File: src/rtl/arb_pkg.sv
// Shared definitions for the round-robin grant FSM: state encoding and
// width-derivation helper.
package arb_pkg;

  typedef enum logic {
    IDLE  = 1'b0,
    GRANT = 1'b1
  } state_t;

  // Bit width needed to hold values 0..v-1, never less than one bit.
  function automatic int clog2_min1(input int v);
    if (v <= 2) begin
      return 1;
    end else begin
      return $clog2(v);
    end
  endfunction

endpackage

File: src/rtl/arb_rr_fsm_rr_pick.sv
// Rotating-priority picker: finds the first requesting agent scanning from
// ptr upward, wrapping modulo NUM_REQ. Purely combinational.
module rr_pick
  import arb_pkg::*;
#(
  parameter int NUM_REQ = 4,
  localparam int IDW = clog2_min1(NUM_REQ)
) (
  input  logic [NUM_REQ-1:0] req,
  input  logic [IDW-1:0]     ptr,
  output logic               any,
  output logic [IDW-1:0]     idx
);

  localparam logic [IDW:0] NUM_W = (IDW+1)'(NUM_REQ);

  // Scan offsets from the highest down so the smallest offset from ptr wins.
  always_comb begin
    logic [IDW:0] cand;
    any  = 1'b0;
    idx  = {IDW{1'b0}};
    cand = {(IDW+1){1'b0}};
    for (int i = NUM_REQ - 1; i >= 0; i--) begin
      cand = {1'b0, ptr} + (IDW+1)'(i);
      if (cand >= NUM_W) begin
        cand = cand - NUM_W;
      end else begin
        cand = cand;
      end
      if (req[cand[IDW-1:0]]) begin
        any = 1'b1;
        idx = cand[IDW-1:0];
      end else begin
        any = any;
      end
    end
  end

endmodule

File: src/rtl/arb_rr_fsm.sv
// Round-robin grant FSM with optional bounded hold time. All outputs are
// flops; the priority pointer advances only when an ownership ends.
module arb_rr_fsm
  import arb_pkg::*;
#(
  parameter int NUM_REQ  = 4,
  parameter int MAX_HOLD = 16,
  localparam int IDW = clog2_min1(NUM_REQ)
) (
  input  logic               clock,
  input  logic               reset,
  input  logic [NUM_REQ-1:0] req,
  output logic [NUM_REQ-1:0] gnt,
  output logic               gnt_valid,
  output logic [IDW-1:0]     gnt_id,
  output logic               preempt
);

  localparam int HCW = clog2_min1(MAX_HOLD + 1);
  localparam logic [HCW-1:0] HOLD_LAST = HCW'((MAX_HOLD == 0) ? 0 : MAX_HOLD - 1);
  localparam logic [IDW-1:0] LAST_ID   = IDW'(NUM_REQ - 1);

  state_t             state;
  state_t             state_nxt;
  logic [IDW-1:0]     ptr;
  logic [IDW-1:0]     ptr_nxt;
  logic [HCW-1:0]     hold_cnt;
  logic [HCW-1:0]     hold_nxt;
  logic [NUM_REQ-1:0] gnt_nxt;
  logic               gnt_valid_nxt;
  logic [IDW-1:0]     gnt_id_nxt;
  logic               preempt_nxt;

  logic               pick_any;
  logic [IDW-1:0]     pick_idx;
  logic               owner_req;
  logic               timeout;

  rr_pick #(
    .NUM_REQ(NUM_REQ)
  ) u_pick (
    .req(req),
    .ptr(ptr),
    .any(pick_any),
    .idx(pick_idx)
  );

  // Owner status: still requesting, and whether its hold budget is used up.
  always_comb begin
    owner_req = req[gnt_id];
    if (MAX_HOLD != 0) begin
      timeout = (hold_cnt == HOLD_LAST);
    end else begin
      timeout = 1'b0;
    end
  end

  // Next-state and next-output logic; everything holds unless changed below.
  always_comb begin
    state_nxt     = state;
    ptr_nxt       = ptr;
    hold_nxt      = hold_cnt;
    gnt_nxt       = gnt;
    gnt_valid_nxt = gnt_valid;
    gnt_id_nxt    = gnt_id;
    preempt_nxt   = 1'b0;
    case (state)
      IDLE: begin
        if (pick_any) begin
          state_nxt     = GRANT;
          gnt_nxt       = NUM_REQ'(1) << pick_idx;
          gnt_valid_nxt = 1'b1;
          gnt_id_nxt    = pick_idx;
          hold_nxt      = {HCW{1'b0}};
        end else begin
          gnt_nxt       = {NUM_REQ{1'b0}};
          gnt_valid_nxt = 1'b0;
        end
      end
      GRANT: begin
        if (!owner_req || timeout) begin
          // Release: a dropped request wins over a coincident timeout.
          state_nxt     = IDLE;
          gnt_nxt       = {NUM_REQ{1'b0}};
          gnt_valid_nxt = 1'b0;
          hold_nxt      = {HCW{1'b0}};
          preempt_nxt   = timeout && owner_req;
          if (gnt_id == LAST_ID) begin
            ptr_nxt = {IDW{1'b0}};
          end else begin
            ptr_nxt = gnt_id + IDW'(1);
          end
        end else if (MAX_HOLD != 0) begin
          hold_nxt = hold_cnt + HCW'(1);
        end else begin
          hold_nxt = {HCW{1'b0}};
        end
      end
      default: begin
        state_nxt     = IDLE;
        gnt_nxt       = {NUM_REQ{1'b0}};
        gnt_valid_nxt = 1'b0;
        hold_nxt      = {HCW{1'b0}};
      end
    endcase
  end

  // State, pointer, hold counter and output registers.
  always_ff @(posedge clock or posedge reset) begin
    if (reset) begin
      state     <= IDLE;
      ptr       <= {IDW{1'b0}};
      hold_cnt  <= {HCW{1'b0}};
      gnt       <= {NUM_REQ{1'b0}};
      gnt_valid <= 1'b0;
      gnt_id    <= {IDW{1'b0}};
      preempt   <= 1'b0;
    end else begin
      state     <= state_nxt;
      ptr       <= ptr_nxt;
      hold_cnt  <= hold_nxt;
      gnt       <= gnt_nxt;
      gnt_valid <= gnt_valid_nxt;
      gnt_id    <= gnt_id_nxt;
      preempt   <= preempt_nxt;
    end
  end

endmodule

File: config.mk
export PLATFORM = sky130hd
export DESIGN_NAME = arb_rr_fsm
export DESIGN_NICKNAME = d
export VERILOG_FILES = /design/src/rtl/arb_pkg.sv /design/src/rtl/arb_rr_fsm_rr_pick.sv /design/src/rtl/arb_rr_fsm.sv
export SDC_FILE = /design/constraint.sdc
export NUM_CORES = 1
export LEC_CHECK = 0
export CAP_MARGIN = 20
export CORE_MARGIN = 10
export CORE_UTILIZATION = 25
export CTS_BUF_LIST = sky130_fd_sc_hd__clkbuf_8
export DETAILED_ROUTE_END_ITERATION = 10
export DONT_BUFFER_PORTS = 1
export PLACE_DENSITY_LB_ADDON = 0.12
export SYNTH_ARGS = -nofsm -noshare
export SYNTH_HDL_FRONTEND = slang
export SYNTH_SLANG_ARGS = --single-unit
File: constraint.sdc
create_clock -name clock -period 2 [get_ports clock]
set_input_delay 0.4 -clock clock [delete_from_list [all_inputs] [get_ports clock]]
set_output_delay 0.4 -clock clock [all_outputs]
set_load 0.005 [all_outputs]
* Yosys cells after proc, flatten, opt, wreduce, memory -nomap -nowiden *
Index checks and enable logic that the tools add are counted.

operators by class
  equality and inequality tests = 4
  $lt $le $gt $ge = 9
  bitwise operators = 1
  reduce and logical (&&, ||, !) cells = 5
  add/subtract/negate cells = 9
  shifts and indexed selects = 1
  multiplexer cells = 36

operator list
  kind                   number
  $mux W2                9
  $lt A2 B3 Y1 const B   5
  $mux W1                14
  $bmux W1 S2            5
  $mux W5                2
  $pmux W5 S2            1
  $ge A3 B3 Y1 const B   3
  $mux W4                2
  $pmux W4 S2            1
  $sub A2 B1 Y2 const B  4
  $add A2 B2 Y3 const B  2
  $add A5 B1 Y5 const B  1
  $eq A5 B4 Y1 const B   1
  $pmux W1 S2            2
  $reduce_and A2 Y1      2
  $shl A1 B2 Y4 const A  1
  $add A2 B1 Y3 const B  1
  $ge A2 B3 Y1 const B   1
  $add A2 B1 Y2 const B  1
  $eq A2 B2 Y1 const B   1
  $ne A2 B1 Y1 const B   1
  $ne A2 B2 Y1 const B   1
  $logic_and A1 B1 Y1    1
  $logic_not A1 Y1       1
  2 further kinds        2

word-level totals
  bits in registers = 16
  output and inout port bits = 8

* Depth between registers and ports, before layout *
Gate-level depths: netlist of run 1.

  depth in word-level cells = 12
  mapped depth = 7
  mapped depth without buffers = 6

* Hierarchy *
Synthesis of run 1 repeated with hierarchy kept, for this count alone.

second synthesis, totals
  cell total of the unflattened synthesis = 77
  area total of the unflattened synthesis = 813.3 µm²

modules (own cells, without submodules)
  module      sequential area each (µm²)  instances  area an instance (µm²)  cells each
  arb_rr_fsm  400.4                       1          735.7                   64
  rr_pick     0.0                         1          77.6                    13

* Least setup slack after synthesis of run 1 *
Ideal clock, no wire load.

  kind = register to register
  start = register hold_cnt[0]
  end = register ptr[0]
  stages on the path, launching flop included = 7
  setup time = 0.125 ns
  arrival time = 1.590 ns
  clock period less this slack = 1.714 ns
  slack = 0.286 ns
  path through = dfrtp_1 -> ha_1 -> and3_1 -> ha_1 -> or2b_1 -> nand2_1 -> mux2_2

between the ends
  word-level cells in the longest chain between the ends = 3

RTL lines
  what                         line               text
  start, declared              arb_rr_fsm.sv:27   logic [HCW-1:0] hold_cnt;
  start signal, assigned       arb_rr_fsm.sv:113  hold_cnt <= {HCW{1'b0}};
  start signal, assigned       arb_rr_fsm.sv:121  hold_cnt <= hold_nxt;
  $eq A5 B4 Y1                 arb_rr_fsm.sv:52   timeout = (hold_cnt == HOLD_LAST);
  $logic_or A1 B1 Y1           arb_rr_fsm.sv:81   if (!owner_req || timeout) begin
  $reduce_and A2 Y1 (no line)  n/a
  end signal, assigned         arb_rr_fsm.sv:112  ptr <= {IDW{1'b0}};
  end signal, assigned         arb_rr_fsm.sv:120  ptr <= ptr_nxt;
  end, declared                arb_rr_fsm.sv:25   logic [IDW-1:0] ptr;

Every way passes these cells.
A chain may end at the register's enable or synchronous reset.

* Worst setup path in the final report of run 1 *
Ends and elaborated chain as after synthesis.

==> results of run 1 <==
-- worst min path at each step --
stage	startpoint	slack [ns]	endpoint
6_report	reset	0.11	gnt[0]
3_3_place_gp	reset	0.40	gnt_valid
5_1_grt	reset	0.15	gnt[2]
3_5_place_dp	reset	0.41	gnt[0]
2_1_floorplan	reset	0.31	gnt[0]
4_1_cts	reset	0.13	gnt[2]
-- metal layers --
| metal | share of wire (%) | up-vias | track usage, % |
|---|---|---|---|
| li1 | - | 269 | - |
| met1 | 43 | 267 | 6.744 |
| met2 | 50 | 9 | 10.20 |
| met3 | 6.0 | 2 | 3.420 |
| met4 | 0.67 | 0 | 1.115 |
| met5 | 0 | - | 0 |
-- where the power goes --
group / internal (mW) / total, mW / switching, mW
clock: 0.175 / 0.284 / 0.109
sequential: 0.450 / 0.583 / 0.133
combinational: 0.250 / 0.451 / 0.201
-- registers in the layout, indices dropped and copies added (netlist names) --
signal,cells
state,1
gnt_valid,1
ptr,2
gnt_id,2
gnt,4
preempt,1
hold_cnt,5
-- cell families after synthesis --
logic type,Yosys count,synth area share [%]
compound gates,21,18.15
simple gates,20,14.33
flops,16,50.95
buf+inv,5,3.343
mux,5,8.439
fa+ha+maj,3,4.778
-- critical path: cells and delay by family, from the launching register on --
kind,cells,cell delay [ns]
flip-flops,1,0.40
multiplexers,1,0.33
AND/OR/NAND/NOR,3,0.53
adder cells (fa/ha/maj),2,0.42
-- synthesized netlist by cell type (all sizes together) (2+ instances only) --
library cell,instances
a22o,4
a21oi,5
ha,3
nor2,4
nand2,4
o21ai,4
o21a,2
or2b,3
dfrtp,16
and3,2
mux2,3
inv,4
-- stage by stage --
stage          worst slack (ns)  hold slack (ns)  area (µm²)  total power [mW]
4_1_cts                  0.1873           0.1295       914.6             1.349
6_report                 0.1971           0.1101       914.6             1.318
2_1_floorplan            0.2857           0.3137       785.8            0.9149
5_1_grt                 0.06549           0.1517       914.6             1.446
3_5_place_dp             0.2022           0.4095       859.6             1.059
3_3_place_gp             0.2421           0.4050       859.6             1.062
-- layout make-up --
| type | count | share of cell area [%] |
|---|---|---|
| Inverter | 4 | 1.642 |
| Tap cell | 44 | 6.019 |
| Sequential cell | 16 | 43.78 |
| Clock buffer | 4 | 6.019 |
| Multi-Input combinational cell | 49 | 39.26 |
| Timing Repair Buffer | 4 | 3.283 |
==> metrics.txt, run 1 <==
outcome complete, no violations; post-route ant nets 0; share of cells above drive strength 1 20.78%; Post-Layout Cell Count 121; die height 76.06 µm; sequential area share after synthesis 50.96%; first-pass GRT wire length 2829 µm; CP Cell Sequence ha_1 -> and3_1 -> ha_1 -> or2b_1 -> nand2_1 -> mux2_2; Avg Inst Size Synth 11.23 µm²; Distinct cells, synth 30; Post-synth ARST share 100.0%; Synth area leaders dfrtp_1, ha_1, mux2_2; Worst-Skew Late Latency 0.25 ns; Post-synth EDFFs 0; Top FF cell, synth dfrtp_1; initial antenna violation count 0; final worst path period share 90.15%; maxcap violations 0; max_slew headroom 58.50%; worst clock skew 0.002951 ns; CP Class reg2reg; Lkg Pwr 0.4193 nW; Hold Vio Cnt, Final 0; FF+latch area 400.4 µm²; Final Critical Period 1.803 ns; Worst-path clk slew 0.06 ns; Core Area 3028 µm²; critical path arrival 1.94 ns; P per Cell Area 1441 nW/µm²; Initial DRC Count 9; RSZ-0062 raised after global routing false; H-tree depth 1; CTS root buffer clkbuf_8; R2R depth 6; area leader, netlist dfrtp_1; CTS tree yes; pin count of the biggest net entering global routing 17; IO Port Bufs 0; Multi-input gate area 359.1 µm²; WP data required 2.13 ns; Pins Over Slew Limit 0; CTS Sinks 16; total grt overflow 0; GRT Util Overall 6.135%; post-cts sizing count 0; synthesized cell area 785.8 µm²; fill cell total of the finished layout 318; via-per-instance ratio 4.521; commonest non-fill, non-tap cell in the layout dfrtp_1; reg2reg setup slack 0.20 ns; placed cells 117; gpl congestion 0.7825; critical path's most frequent cell ha_1; capture point of the critical path ptr[0]; Nets 87; RR Endpoint ptr[0]; Rows 20; Warnings, synthesis 0; DP HPWL 1304 µm; post-DR wirelength/cell 13.47 µm; DRC 0; routed via count 547; Top Ports 14; Layout Utilization 30.21%; share of the synthesized area in the top cell type 50.96%; Crit. End Element register; Routed Wire Length 1630 µm; Initial Utilization 25.95%; CTS Buf Count 3; setup_tns 0 ns; crit path max fanout 4; Max IR drop VDD 0.7067 mV; crit-path max cell delay 0.40 ns; final-report setup violation count 0; area delta synth->final 16.40%; Worst Hold Class in2async; crit start category register; Post-Synthesis Cells 70; Hold-fix buffers, CTS 0; Ant. Diodes 0; Die W 76.06 µm; FMAX 0.5547 GHz; number of synthesized register bits 16; vias in the first global route 578; most frequent cells in the layout dfrtp_1, a21oi_1; syn nets 79; worst slew pin tran 0.6218 ns; Critical-path top delay cell dfrtp_1; Die ar. 5785 µm²; reg2reg start hold_cnt[0]; drt pass-1 iters 4; Post-CTS Setup Repair Bufs 0; crit path from hold_cnt[0]; deepest clock path buffer count 2
Power figures use the tool's default switching activity.
==> inputs of run 2 (changes only) <==
GPL_TIMING_DRIVEN = 0   (was unset)
REMOVE_ABC_BUFFERS = 1   (was unset)
==> run 2 against run 1 <==
  * Worst hold slack barely moved
  * Die area unchanged
  * Flip-flop and latch count is the same
  * Sequential share of layout area grew 1.4 points
  * Clock skew up 0.0015 ns
  * Critical endpoint is now hold_cnt[2]
  * Largest cell class unchanged
==> metrics.txt, run 2 (synthesis gave the netlist of run 1 again) <==
via-per-instance ratio 4.427 (-2.1%); critical path arrival 2.05 ns (+0.11 ns); post-DR wirelength/cell 13.62 µm (+1.1%); final-report setup violation count 0 (unchanged); deepest clock path buffer count 2 (unchanged); Worst-path clk slew 0.07 ns (about the same); final worst path period share 93.76% (+3.6 points); R2R depth 6 (unchanged); crit path from hold_cnt[0]; CTS root buffer clkbuf_8; share of cells above drive strength 1 17.81% (-3.0 points); reg2reg start hold_cnt[0]; initial antenna violation count 0 (unchanged); Lkg Pwr 0.3986 nW (-4.9%); Initial Utilization 25.95% (unchanged); Die ar. 5785 µm² (unchanged); Post-Layout Cell Count 117 (-3.3%); worst slew pin tran 0.6182 ns (-0.003612 ns); capture point of the critical path hold_cnt[2]; vias in the first global route 481 (-17%); DRC 0 (unchanged); WP data required 2.17 ns (+0.04 ns); CTS tree yes; max reg flops 5 (unchanged); CTS Sinks 16 (unchanged); RSZ-0062 raised after global routing false; placed cells 113 (-3.4%); Final Critical Period 1.875 ns (+0.07234 ns); Crit. End Element register; Worst Hold Class in2async; Nets 83 (-4.6%); Rows 20 (unchanged); setup_tns 0 ns (unchanged); Pins Over Slew Limit 0 (unchanged); first-pass GRT wire length 2642 µm (-6.6%); Max IR drop VDD 0.4341 mV (-39%); worst clock skew 0.004483 ns (+0.001532 ns); outcome complete, no violations; post-placement cell area 829.5 µm² (-3.5%); routed via count 518 (-5.3%); Top Registers hold_cnt (5), gnt (4); pin count of the biggest net entering global routing 17 (unchanged); max_slew headroom 58.74% (+0.24 points); reg2reg setup slack 0.12 ns (-0.07 ns); total grt overflow 0 (unchanged); Worst-Skew Late Latency 0.25 ns (about the same); DP HPWL 1226 µm (-6.0%); Finished Cell Area 885.9 µm² (-3.1%); Hold Vio Cnt, Final 0 (unchanged); Ant. Diodes 0 (unchanged); maxcap violations 0 (unchanged); Initial DRC Count 9 (unchanged); Core Area 3028 µm² (unchanged); Post-CTS Setup Repair Bufs 0 (unchanged); crit path max fanout 11 (+7); Die W 76.06 µm (unchanged); H-tree depth 1 (unchanged); Hold-fix buffers, CTS 0 (unchanged); most flop-heavy register hold_cnt; Top Ports 14 (unchanged); CP Class reg2reg; IO Port Bufs 0 (unchanged); crit start category register; area delta synth->final 12.74%; commonest non-fill, non-tap cell in the layout dfrtp_1; RR Endpoint hold_cnt[2]; post-route ant nets 0 (unchanged); P per Cell Area 1431 nW/µm² (-0.66%); GRT Util Overall 5.773% (-0.36 points); FMAX 0.5333 GHz (-3.9%); drt pass-1 iters 4 (unchanged); die height 76.06 µm (unchanged); most frequent cells in the layout dfrtp_1, a21oi_1; Routed Wire Length 1593 µm (-2.3%); gpl congestion 0.6734 (-14%); CTS Buf Count 3 (unchanged)
[run 2: cell types whose count changed in the layout (fill, tap and decap cells not counted)]
cell | before | now
buf_4 | 4 | 0
and3b_1 | 1 | 0
and3b_2 | 0 | 1
[run 2: cell type report]
class	instances	area [µm²]
multi-input combinational	49	360.3
tap	44	55.05
fill	316	2142
inverter	4	15.01
sequential	16	400.4
clock buffer	4	55.05
[run 2: layer usage]
metal	global-route usage (%)	vias up	part of all wire [%]
met2	8.078	9	49
met1	6.676	247	43
met3	3.302	2	7.3
li1	-	260	-
met5	0	-	0
met4	3.346	0	0.69
[run 2: timing repair]
item / in CTS / in global routing
setup endpoints to repair: 1 / 0
hold endpoints to repair: 0 / 0
gates resized for setup: 1 / 0
[run 2: where the power goes]
part | switching, mW | internal [mW] | total (mW)
Combinational | 0.177 | 0.211 | 0.388
Clock | 0.112 | 0.175 | 0.287
Sequential | 0.143 | 0.450 | 0.593
[run 2: worst min path at each step]
stage / end / slack, ns / cells after the start
2_1_floorplan: gnt[0] / 0.31 / 1
3_3_place_gp: hold_cnt[0] / 0.41 / 1
3_5_place_dp: hold_cnt[0] / 0.41 / 1
4_1_cts: gnt[0] / 0.13 / 1
5_1_grt: gnt[1] / 0.15 / 1
6_report: gnt[3] / 0.11 / 1
[run 2: critical path, stage by stage, from the launching register on]
cell	delay [ns]
dfrtp_1	0.41
ha_1	0.24
and3_1	0.19
ha_1	0.20
and3b_2	0.36
or2b_1	0.24
a31oi_1	0.15
[run 2: stage by stage]
step / setup slack [ns] / utilization, % / hold WS (ns) / power (mW)
6_report: 0.1247 / 29.26 / 0.1097 / 1.268
5_1_grt: 0.03179 / 29.26 / 0.1534 / 1.382
4_1_cts: 0.1039 / 29.26 / 0.1325 / 1.301
3_5_place_dp: 0.01634 / 27.40 / 0.4093 / 1.001
3_3_place_gp: 0.03312 / 27.40 / 0.4086 / 0.9940
2_1_floorplan: 0.2202 / - / 0.3137 / 0.8886
